--- config.mk ---
export PLATFORM = sky130hd
export DESIGN_NAME = pe_share_arbiter
export DESIGN_NICKNAME = d
export VERILOG_FILES = /design/src/rtl/pe_share_arbiter_pkg.sv /design/src/rtl/pe_share_arbiter_pick.sv /design/src/rtl/pe_share_arbiter.sv
export SDC_FILE = /design/constraint.sdc
export NUM_CORES = 1
export LEC_CHECK = 0
export BUFFER_PORTS_ARGS = -buffer_cell sky130_fd_sc_hd__buf_2
export CORE_ASPECT_RATIO = 1.1
export CORE_UTILIZATION = 51
export CTS_BUF_LIST = sky130_fd_sc_hd__clkbuf_16
export CTS_CLUSTER_DIAMETER = 40
export DETAILED_ROUTE_END_ITERATION = 8
export GPL_TIMING_DRIVEN = 0
export HOLD_SLACK_MARGIN = 0.08
export PLACE_DENSITY = 0.9
export SLEW_MARGIN = 20
export SYNTH_ARGS = -nofsm -noshare
export SYNTH_HDL_FRONTEND = slang
export SYNTH_SLANG_ARGS = --single-unit
--- constraint.sdc ---
create_clock -name clk -period 3.55 [get_ports clk]
set_clock_uncertainty 0.1 [all_clocks]
set_input_delay 0.71 -clock clk [delete_from_list [all_inputs] [get_ports clk]]
set_output_delay 0.71 -clock clk [all_outputs]
set_load 0.1 [all_outputs]
--- src/rtl/pe_share_arbiter_pkg.sv ---
// Purpose: shared op codes, instruction field layout, FSM states and EXEC-length helper for the PE share arbiter.
// Latency: n/a (declarations only).
// Backpressure: n/a.
package pe_share_arbiter_pkg;

  localparam int P_ADDR_W  = 6;
  localparam int P_TIMES_W = 6;
  localparam int P_OP_W    = 2;
  localparam int P_INSTR_W = 3 * P_ADDR_W + P_OP_W + P_TIMES_W;

  // Instruction layout, MSB to LSB: {dest, src1, op, times, src2}
  localparam int P_SRC2_LSB  = 0;
  localparam int P_TIMES_LSB = P_SRC2_LSB + P_ADDR_W;
  localparam int P_OP_LSB    = P_TIMES_LSB + P_TIMES_W;
  localparam int P_SRC1_LSB  = P_OP_LSB + P_OP_W;
  localparam int P_DEST_LSB  = P_SRC1_LSB + P_ADDR_W;

  typedef enum logic [1:0] {
    OP_ADD   = 2'd0,
    OP_SUB   = 2'd1,
    OP_CUBIC = 2'd2,
    OP_MULT  = 2'd3
  } op_t;

  typedef enum logic [1:0] {
    ST_IDLE  = 2'd0,
    ST_EXEC  = 2'd1,
    ST_WRITE = 2'd2
  } state_t;

  // Number of EXEC cycles: single-shot ops take one, iterated ops take
  // 'times' with zero promoted to one so the PE always fires at least once.
  function automatic logic [P_TIMES_W-1:0] exec_len(op_t op, logic [P_TIMES_W-1:0] times);
    if (op == OP_ADD || op == OP_SUB) return P_TIMES_W'(1);
    if (times == '0) return P_TIMES_W'(1);
    return times;
  endfunction

endpackage

--- src/rtl/pe_share_arbiter_pick.sv ---
// Purpose: 2-way round-robin winner selector between the two microcode requesters.
// Latency: combinational.
// Backpressure: none; the caller decides when the choice is consumed.
module pe_rr_pick (
  input  logic [1:0] req_valid,
  input  logic       last_winner,
  output logic       winner
);

  // Sole requester wins; on contention the one that did not go last wins.
  always_comb begin
    winner = 1'b0;
    case (req_valid)
      2'b10:   winner = 1'b1;
      2'b11:   winner = ~last_winner;
      default: winner = 1'b0;
    endcase
  end

endmodule

--- src/rtl/pe_share_arbiter.sv ---
// Purpose: shares one PE/RAM datapath between two microcode requesters, round-robin.
// Latency: N EXEC cycles + 1 WRITE cycle + 1 IDLE bubble per instruction (N+2 total).
// Backpressure: a requester holds valid/instr until its one-cycle ack; the loser simply waits.
module pe_share_arbiter
  import pe_share_arbiter_pkg::*;
#(
  parameter int ADDR_W  = P_ADDR_W,
  parameter int TIMES_W = P_TIMES_W,
  parameter int INSTR_W = P_INSTR_W
) (
  input  logic               clk,
  input  logic               reset,
  input  logic [1:0]         req_valid,
  input  logic [INSTR_W-1:0] req_instr0,
  input  logic [INSTR_W-1:0] req_instr1,
  output logic [1:0]         req_ack,
  output logic [1:0]         grant,
  output logic [ADDR_W-1:0]  ram_a_addr,
  output logic [ADDR_W-1:0]  ram_b_addr,
  output logic               ram_b_w,
  output logic               pe_en,
  output logic               pe_first,
  output logic [1:0]         pe_op,
  output logic               busy
);

  state_t               state_q, state_d;
  logic [INSTR_W-1:0]   instr_q;
  logic [TIMES_W-1:0]   cnt_q;
  logic                 winner_q;
  logic                 last_winner_q;

  logic                 pick;
  logic [INSTR_W-1:0]   sel_instr;
  logic [TIMES_W-1:0]   sel_len;
  logic [TIMES_W-1:0]   cur_len;
  logic [1:0]           owner_oh;

  pe_rr_pick u_pick (
    .req_valid   (req_valid),
    .last_winner (last_winner_q),
    .winner      (pick)
  );

  assign sel_instr = pick ? req_instr1 : req_instr0;
  assign sel_len   = exec_len(op_t'(sel_instr[P_OP_LSB +: P_OP_W]), sel_instr[P_TIMES_LSB +: TIMES_W]);
  assign cur_len   = exec_len(op_t'(instr_q[P_OP_LSB +: P_OP_W]), instr_q[P_TIMES_LSB +: TIMES_W]);
  assign owner_oh  = {winner_q, ~winner_q};

  // State register; reset aborts any in-flight instruction without an ack.
  always_ff @(posedge clk or posedge reset) begin
    if (reset) state_q <= ST_IDLE;
    else       state_q <= state_d;
  end

  // Next-state: IDLE -> EXEC on any request, EXEC counts down, WRITE always returns to IDLE.
  always_comb begin
    state_d = state_q;
    case (state_q)
      ST_IDLE:  if (|req_valid) state_d = ST_EXEC;
      ST_EXEC:  if (cnt_q == '0) state_d = ST_WRITE;
      ST_WRITE: state_d = ST_IDLE;
      default:  state_d = ST_IDLE;
    endcase
  end

  // Datapath: latch winner and instruction at grant, count EXEC, record last winner at retire.
  // last_winner resets to 1 so requester 0 takes the first contended grant.
  always_ff @(posedge clk or posedge reset) begin
    if (reset) begin
      instr_q       <= '0;
      cnt_q         <= '0;
      winner_q      <= 1'b0;
      last_winner_q <= 1'b1;
    end else begin
      case (state_q)
        ST_IDLE: begin
          if (|req_valid) begin
            winner_q <= pick;
            instr_q  <= sel_instr;
            cnt_q    <= sel_len - TIMES_W'(1);
          end
        end
        ST_EXEC: begin
          if (cnt_q != '0) cnt_q <= cnt_q - TIMES_W'(1);
        end
        ST_WRITE: last_winner_q <= winner_q;
        default: ;
      endcase
    end
  end

  // Outputs decoded from registered state only; IDLE drives everything low.
  always_comb begin
    req_ack    = 2'b00;
    grant      = 2'b00;
    ram_a_addr = '0;
    ram_b_addr = '0;
    ram_b_w    = 1'b0;
    pe_en      = 1'b0;
    pe_first   = 1'b0;
    pe_op      = 2'b00;
    busy       = 1'b0;
    case (state_q)
      ST_EXEC: begin
        grant      = owner_oh;
        busy       = 1'b1;
        pe_en      = 1'b1;
        pe_op      = instr_q[P_OP_LSB +: P_OP_W];
        ram_a_addr = instr_q[P_SRC1_LSB +: ADDR_W];
        ram_b_addr = instr_q[P_SRC2_LSB +: ADDR_W];
        pe_first   = (cnt_q == cur_len - TIMES_W'(1));
      end
      ST_WRITE: begin
        grant      = owner_oh;
        busy       = 1'b1;
        ram_b_addr = instr_q[P_DEST_LSB +: ADDR_W];
        ram_b_w    = 1'b1;
        req_ack    = owner_oh;
      end
      default: ;
    endcase
  end

endmodule

==> results.toml, run 1 <==
[status]
outcome = "completed"

[synth]
synth_edf_count = 0
synth.avg_cell_area_um2 = 8.90
yosys_most_used_dff = "dfrtp_1"
yosysWarnings = 0
synth_nets = 330
syn_area_mm2 = 0.00239
yosysSeqAreaShare = 0.377
yosysTopAreaCell = "dfrtp_1"
synth_top_cells_by_area = "dfrtp_1 (37%), mux2i_1 (11%), o21ai_0 (7.7%)"
yosys.area.top_type_share = 0.366
ys_types = 49
synth_async_sr_flop_share = 1.00
netlist_instances = 269
synth_seq_cells = 36

[clock_tree]
clk_latency_ps = 280
cts_hold_buf = 0
cts.sinks = 36
clk_transition_reported_paths_ps = 60
cts_root_buf = "clkbuf_16"
cts_made_buffers = 5
cts_max_level = 2
cts.path.max_buffers = 2
cts_tree = "built"

[placement]
dp_slack_ps = 143
dp_cells = 400
place_area_mm2 = 0.00288
post-dp-hpwl_um = 4630
portBuffers = 77
gp_congestion = 0.903

[timing]
post-route-min-period_ps = 3450
timing_hold_violations_final = 0
slew_headroom = 0.497
worst_pin_slew_ps = 753
fin_ws_ps = 103
max_freq_ghz = 0.290
min_period_over_period = 0.971
slew_violations = 0
rsz0062_at_grt = "true"
final-setup-viol-count = 0

[die]
initial_core_util = 0.543
core_mm2 = 0.00441
top_level_ports = 78
placement_rows = 25
die_y_um = 73.9
die-area_mm2 = 0.00497
die_w_um = 67.3

[routing]
avgRoutedWirePerCell_um = 15.8
postRouteAntennaNets = 0
num_vias = 2426
drc = 0
via_per_inst = 5.92
drt_iter0_markers = 262
drt_first_pass_iters = 4
routed_wl_um = 6490

[power_and_ir_drop]
design_power_total_mw = 3.33
power_density_mw_per_mm2 = 1090
seqPwrFrac = 0.234
switching_share = 0.548
p_sw_mw = 1.83
pwr-share-clk = 0.128
cellLeakagePower_nw = 1.49
p_comb_frac = 0.639
peakVddDrop_uv = 1080
p_int_mw = 1.51

[setup_path]
cp-start-kind = "flop"
required_ps = 2740
worstSetupPathType = "flop to primary output"
arrival_ps = 2640
end_kind = "primary output"
cp_max_fo = 4

[layout]
finalInstanceArea_mm2 = 0.00306
drive_gt1_frac = 0.331
regArea_um2 = 902
diodes = 0
multi_input_area_mm2 = 0.00143
stdcell_count = 410
utilization = 0.694
area_delta_synth_final_pct = 27.8
nets = 416
fill_cells = 323

[grt]
grt_pass1_vias = 2248
grt_pass1_wl_um = 10200
grt_max_degree = 37
grt_usage = 0.280
overflow = 0
antenna_found_initial = 0

[hold_path]
hp-class = "flop to flop"

[job]
maxCapViolations = 0
==> power by group through the flow <==
stage / combinational [mW] / clock, mW / sequential [mW]
floorplan: 1.71 / 0 / 0.731
global route: 2.27 / 0.444 / 0.800
CTS: 2.07 / 0.427 / 0.779
finish: 2.13 / 0.425 / 0.779
global placement: 2.01 / 0 / 0.771
detailed placement: 2.05 / 0 / 0.783
==> area by class of cell <==
class,count,share of cell area
well taps,54,0.0221
flip-flops and latches,36,0.295
plain buffers,16,0.0286
clock inverters,3,0.00531
inverters,8,0.00981
repair buffers,79,0.133
multi-input cells,209,0.466
clock buffers,5,0.0409
==> stage by stage <==
| stage | hold WS, ps | TNS [ps] |
|---|---|---|
| floorplan | 342 | -396 |
| global placement | 353 | 0 |
| detailed placement | 364 | 0 |
| CTS | 377 | 0 |
| global route | 393 | -12.4 |
| finish | 371 | 0 |
==> critical path: stages, from the launching register on <==
cell	delay (ps)
dfrtp_1	410
or4_4	530
nor2_2	100
nor3b_2	70
ha_2	220
a21oi_1	170
a21oi_2	50
xor2_1	170
a2111oi_4	350
buf_6	270
==> cell usage in the layout, fill, tap and decap left out, drive strengths merged, types with 3 or more instances in the layout <==
master,synthesis,routed
buf,7,86
o21ai,39,39
nand2,35,35
dfrtp,35,35
mux2i,27,27
clkbuf,9,14
nor2,13,13
and2,10,10
inv,8,9
a21oi,9,9
nor2b,8,8
nand3,6,6
a22oi,6,6
ha,5,5
and3,4,4
xnor2,4,4
or3b,3,3
xor2,3,3
nand3b,3,3
or4,3,3
==> synth_stat cells (all sizes together), types with 7 or more instances <==
master and instances:
o21ai 39, clkbuf 9, inv 8, and2 10, nand2 35, buf 7, dfrtp 35, mux2i 27
nor2b 8, a21oi 9, nor2 13
==> per-layer routing <==
layer  GRT usage  part of all wire
met1       0.343              0.39
met2       0.458              0.50
met4       0.137             0.028
met5           0                 0
met3      0.0637             0.080
==> cell families (layout without fill, tap and decap cells) <==
family / after synthesis / count (layout) / share of synthesized area
fa+ha+maj: 5 / 5 / 0.0261
flops: 36 / 36 / 0.377
xor+xnor: 7 / 7 / 0.0256
mux: 28 / 28 / 0.118
buf+inv: 24 / 111 / 0.0491
compound gates: 72 / 72 / 0.191
simple gates: 97 / 97 / 0.214
==> what timing repair did <==
action / CTS / global route
pin swaps: 0 / 2
buffers inserted: 0 / 2
gates resized for setup: 2 / 4
setup endpoints to repair: 1 / 1
cloned: 0 / 0
==> worst paths after layout <==
check / from / endpoint / slack [ps] / cells past startpoint
hold reg to reg: instr_q[17]$_DFFE_PP0P_ / instr_q[17]$_DFFE_PP0P_ / 370 / 2
setup reg to reg: state_q[1]$_DFFE_PP0P_ / cnt_q[4]$_DFFE_PP0P_ / 650 / 11
hold / removal: instr_q[17]$_DFFE_PP0P_ / instr_q[17]$_DFFE_PP0P_ / 370 / 2
setup / recovery: instr_q[8]$_DFFE_PP0P_ / pe_first / 100 / 9
min in group asynchronous: reset / instr_q[18]$_DFFE_PP0P_ / 460 / 2
max in group asynchronous: reset / cnt_q[3]$_DFFE_PP0P_ / 2410 / 2
==> flip-flops by register name (all words and copies together), names as in the netlist <==
signal / count
last_winner_q: 1
cnt_q: 6
winner_q: 1
state_q: 2
instr_q: 26
Power figures use the tool's default switching activity.
==> inputs of run 2 (changes only) <==
Settings changed: CORE_MARGIN set to 2, PLACE_DENSITY 0.9 to 0.91, SYNTH_HIERARCHICAL set to 1.
==> run 2 against run 1 <==
Effect of this change:
- count of clock-buffer cells in the layout stayed put
- design area is 0.65% higher
- global-route usage is 1.9 points lower
- non-clock buffer count rose by 2
- flip-flop and latch count unchanged
- sequential share of layout area down 0.11 points
- core utilization rose by 0.95 points
- highest routed layer unchanged
==> results.toml, run 2 <==
[die]
die_w_um = 68.8
die_y_um = 75.3
placement_rows = 25
initial_core_util = 0.538
core_mm2 = 0.00438
die-area_mm2 = 0.00518
top_level_ports = 78

[setup_path]
required_ps = 2740
end_kind = "primary output"
r2r-end = "cnt_q[2]$_DFFE_PP0P_"
cp-start-kind = "flop"
worstSetupPathType = "flop to primary output"
cp_max_fo = 4
arrival_ps = 2690
rr_startpoint = "state_q[1]$_DFFE_PP0P_"
regToRegSetupSlack_ps = 740
ff2ff_path_depth = 11

[grt]
grt_max_degree = 37
grt_busiest_layer = "met2"
met3_usage = 0.0473
overflow = 0
grt_usage = 0.261
grt_pass1_vias = 2229
met1_usage = 0.328
grt_pass1_wl_um = 10100
antenna_found_initial = 0
use_met2 = 0.451

[timing]
max_freq_ghz = 0.285
rsz0062_at_grt = "true"
slew_headroom = 0.502
worst_pin_slew_ps = 746
timing_hold_violations_final = 0
hold_ws_ps = 377
final-setup-viol-count = 0
min_period_over_period = 0.987
post-route-min-period_ps = 3500
slew_violations = 0

[synth]
synth_nets = 321
synth_seq_cells = 36
yosysWarnings = 6
synth.most_common_cell = "nand2_1"
ys_types = 51
yosys_most_used_dff = "dfrtp_1"
netlist_instances = 260
yosysTopAreaCell = "dfrtp_1"
yosys.area.top_type_share = 0.372
synth_async_sr_flop_share = 1.00
synth.avg_cell_area_um2 = 9.07
synth_top_cells_by_area = "dfrtp_1 (37%), mux2i_1 (10%), o21ai_0 (6.6%)"
yosys-top-cells-count = "nand2_1 (36), dfrtp_1 (35), o21ai_0 (31)"
yosysSeqAreaShare = 0.383
syn_area_mm2 = 0.00236
synth_edf_count = 0

[layout]
layout_commonest_cell = "buf_2"
largest_registers = "instr_q x26, cnt_q x6, state_q x2"
max_flop_register = "instr_q"
diodes = 0
final_cell_mix = "buf_2 (79), nand2_1 (36), dfrtp_1 (33)"
area_delta_synth_final_pct = 30.7
nets = 410
largest_reg_flops = 26
stdcell_count = 404
drive_gt1_frac = 0.354

[clock_tree]
clk_transition_reported_paths_ps = 60
cts.path.max_buffers = 2
cts_tree = "built"
cts_root_buf = "clkbuf_16"
cts_made_buffers = 5
cts.sinks = 36
cts_hold_buf = 0
cts_max_level = 2
clk_latency_ps = 280

[routing]
avgRoutedWirePerCell_um = 15.8
via_per_inst = 5.80
routed_wl_um = 6370
postRouteAntennaNets = 0
drt_iter0_markers = 119
drt_first_pass_iters = 5
drc = 0
num_vias = 2343

[placement]
gp_congestion = 0.895
dp_cells = 391
portBuffers = 77
post-dp-hpwl_um = 4540

[hold_path]
hp-class = "flop to flop"
hold_depth = 2
holdPathEnd = "instr_q[17]$_DFFE_PP0P_"
hp-start = "instr_q[17]$_DFFE_PP0P_"

[status]
outcome = "completed"

[job]
maxCapViolations = 0
## run 2: cell count changes after synthesis, moves of 3 or more
cell      before  now
nor2_1        12    5
nor3_1         2    8
o21ai_0       37   31
nand3_1        6    1
xnor2_1        4    8
and3_1         3    0
mux2i_1       27   24
nand3b_1       3    0
nor2b_1        8   11
nor3b_1        1    4
o22ai_1        0    3
## run 2: worst max path at each step
stage                                start  endpoint  depth (start not counted)  slack [ps]
floorplan           instr_q[8]$_DFFE_PP0P_  pe_first                          8        -160
global placement    instr_q[8]$_DFFE_PP0P_  pe_first                          9         140
detailed placement  instr_q[8]$_DFFE_PP0P_  pe_first                         10         100
CTS                 instr_q[8]$_DFFE_PP0P_  pe_first                         10          10
global route        instr_q[7]$_DFFE_PP0P_  pe_first                          9         -90
finish              instr_q[7]$_DFFE_PP0P_  pe_first                          9          50
## run 2: stage by stage
step | instance area [um^2] | TNS, ps | utilization | setup WS [ps]
6_report | 3080 | 0 | 0.704 | 46.6
5_1_grt | 3080 | -86.3 | 0.704 | -86.3
4_1_cts | 3020 | 0 | 0.691 | 14.7
3_5_place_dp | 2850 | 0 | 0.650 | 104
3_3_place_gp | 2850 | 0 | 0.650 | 141
2_1_floorplan | 2390 | -158 | - | -158
## run 2: area by class of cell
cell class	instances	area [um^2]
Tap cell	54	67.6
Fill cell	336	1300
Multi-Input combinational cell	201	1410
Sequential cell	36	905
Timing Repair Buffer	82	429
Buffer	15	76.3
Clock buffer	5	125
Inverter	8	30.0
Clock inverter	3	37.5
## run 2: kinds of logic (layout without fill, tap and decap cells)
group / after synthesis / in the layout / synth area share
buffers and inverters: 23 / 113 / 0.0446
DFF: 36 / 36 / 0.383
adders and majority gates: 5 / 5 / 0.0265
muxes: 26 / 26 / 0.111
xor gates and xnor gates: 10 / 10 / 0.0372
AOI/OAI and AO/OA: 73 / 73 / 0.203
and+or+nand+nor: 87 / 87 / 0.194
## run 2: timing repair
action	4_1_cts	5_1_grt
pin swaps	1	4
gates resized for setup	2	8
setup buffers	1	4
endpoints found under the hold margin	0	0
setup endpoints to repair	1	9
## run 2: routing by layer
| layer | share of wire | wire (um) |
|---|---|---|
| met5 | 0 | 0 |
| met4 | 0.019 | 123 |
| met3 | 0.068 | 435 |
| met2 | 0.50 | 3180 |
| met1 | 0.41 | 2630 |
## run 2: worst max-delay path: stages, from the launching register on
cell,delay (ps)
dfrtp_1,400
or4_4,550
o21ai_2,160
inv_2,70
ha_4,180
xnor2_2,170
xnor2_1,140
nand4_1,160
nor4_4,320
buf_6,260
Power of run 2 is not shown: default switching activity piles up to over one toggle a cycle in this logic, so the estimate is an artifact.
==> inputs of run 3 (changes only) <==
Settings changed: ABC_AREA set to 1.
==> run 3 against run 2 <==
Effect of this change:
- non-clock buffer count fell by 6
- global-route usage rose by 0.10 points
- sequential share of layout area rose by 1.2 points
- synthesized area fell by 0.85%
- hold slack improved by 2.6 ps
- critical path type unchanged
- first-iteration DRC count fell by 0.84%
==> results.toml, run 3 <==
[status]
outcome = "completed"

[synth]
synth_edf_count = 0
synthMuxAreaShare = 0
synth_async_sr_flop_share = 1.00
yosysTopAreaCell = "dfrtp_1"
yosysSeqAreaShare = 0.386
yosys_most_used_dff = "dfrtp_1"
synth_xor_area_frac = 0.0337
yosys-top-cells-count = "nand2_1 (118), inv_1 (42), dfrtp_1 (35)"
synth_compound_area_frac = 0.110
synth_seq_cells = 36
synthAdderAreaFrac = 0.0268
syn_area_mm2 = 0.00234
synth_top_family_by_area = "simple AND/OR/NAND/NOR gates"
yosys.area_share.simple = 0.336
synth.most_common_cell = "nand2_1"
synth_nets = 398
ys_types = 28
yosys.area.top_type_share = 0.375
netlist_instances = 337
yosysWarnings = 6
synth.avg_cell_area_um2 = 6.94
synth_top_cells_by_area = "dfrtp_1 (37%), nand2_1 (19%), inv_1 (6.7%)"

[die]
top_level_ports = 78
initial_core_util = 0.538
placement_rows = 25
die-area_mm2 = 0.00514
die_y_um = 75
core_mm2 = 0.00435
die_w_um = 68.5

[clock_tree]
cts.path.max_buffers = 2
ctsResizeCount = 0
cts.sinks = 36
post_cts_buffers = 0
cts_made_buffers = 5
cts_tree = "built"
cts_max_level = 2
cts_root_buf = "clkbuf_16"
cts_hold_buf = 0
clk_latency_ps = 280
clk_transition_reported_paths_ps = 60

[setup_path]
cp_max_fo = 3
arrival_ps = 2550
critPathMaxStageDelay_ps = 420
end_kind = "primary output"
worstSetupPathType = "flop to primary output"
cp-start-kind = "flop"
critPathMostFrequentCell = "nor2_1"
path_cells = "nor2_1, nand4_1, nand3_1, inv_1, ha_1, xnor2_1, nor2_1, o21ai_0, nor2_1, nand3_1, nor2_2, buf_2"
cpMaxStageDelayCell = "buf_2"
required_ps = 2740

[timing]
min_period_over_period = 0.947
slew_violations = 0
max_freq_ghz = 0.297
rsz0062_at_grt = "false"
hold_ws_ps = 379
fin_ws_ps = 188
worst_pin_slew_ps = 758
slew_headroom = 0.494
timing_hold_violations_final = 0
post-route-min-period_ps = 3360
final-setup-viol-count = 0

[routing]
wl_met3_um = 407
via_per_inst = 5.09
routed_wl_um = 5830
postRouteAntennaNets = 0
num_vias = 2423
drt_iter0_markers = 118
met1_length_um = 2310
drt_first_pass_iters = 4
drc = 0
avgRoutedWirePerCell_um = 12.3
top_layer = "met4"
route.met2.wl_um = 2990

[layout]
final_cell_mix = "nand2_1 (118), buf_2 (83), inv_1 (43)"
max_flop_register = "instr_q"
area_delta_synth_final_pct = 26.5
layout_commonest_cell = "nand2_1"
diodes = 0
largest_registers = "instr_q x26, cnt_q x6, state_q x2"
nets = 482
largest_reg_flops = 26
drive_gt1_frac = 0.294
fill_cells = 357

[grt]
grt_pass1_vias = 2329
grt_pass1_wl_um = 10000
antenna_found_initial = 0
overflow = 0
grt_max_degree = 37
grt_usage = 0.262

[placement]
portBuffers = 77
post-dp-hpwl_um = 4410
dp_slack_ps = 539
gp_congestion = 0.900

[job]
maxCapViolations = 0

[hold_path]
hp-class = "flop to flop"
[run 3: cell count changes in the layout (fill, tap and decap cells not counted), moves of 7 or more]
cell     delta
o21ai_0    -17
and2_1     -11
nand2_1    +82
a21oi_1     -8
inv_1      +37
nor3_1      -7
nor2_1     +23
nor2b_2     -8
mux2i_1    -24
nand3_1    +10
a21oi_2     +7
a31oi_1    +20
[run 3: worst paths after layout]
kind	startpoint	endpoint	slack, ps	cells past startpoint
max	instr_q[7]$_DFFE_PP0P_	pe_first	190	12
min	last_winner_q$_DFFE_PP1P_	last_winner_q$_DFFE_PP1P_	380	2
max reg2reg	state_q[1]$_DFFE_PP0P_	cnt_q[4]$_DFFE_PP0P_	1490	12
min reg2reg	last_winner_q$_DFFE_PP1P_	last_winner_q$_DFFE_PP1P_	380	2
max in group asynchronous	reset	instr_q[17]$_DFFE_PP0P_	2400	2
min in group asynchronous	reset	instr_q[9]$_DFFE_PP0P_	460	2
[run 3: cell type report]
cell class	instances	area, um^2	area share
plain buffers	14	75.1	0.0254
clock buffers	5	125	0.0423
clock inverters	3	11.3	0.00381
inverters	47	176	0.0597
multi-input cells	240	1210	0.410
flip-flops and latches	36	902	0.305
well taps	54	67.6	0.0229
repair buffers	77	385	0.130
[run 3: logic make-up after synthesis]
logic type	count (synthesis)
xor+xnor	9
flops	36
compound gates	45
buf+inv	61
simple gates	181
fa+ha+maj	5
[run 3: metal layers]
metal,GRT usage,vias to the layer above
met2,0.475,97
met4,0.0933,0
li1,-,1217
met1,0.299,1098
met5,0,-
met3,0.0553,11
[run 3: per-stage QoR]
step | instance area (um^2) | TNS, ps | utilization | instances
final | 2960 | 0 | 0.680 | 476
after global routing | 2960 | 0 | 0.680 | 476
after CTS | 2960 | 0 | 0.680 | 476
after detailed placement | 2820 | 0 | 0.649 | 468
after global placement | 2820 | 0 | 0.649 | 468
after floorplan | 2370 | -2.43 | - | 337
[run 3: critical path, delay by kind of cell, from the launching register on]
family	cells	cell delay, ps
AOI/OAI and AO/OA	1	100
xor gates and xnor gates	1	130
adders and majority gates	1	310
buffers and inverters	2	500
DFF	1	400
and+or+nand+nor	7	830
Power of run 3 is left out for the same reason.
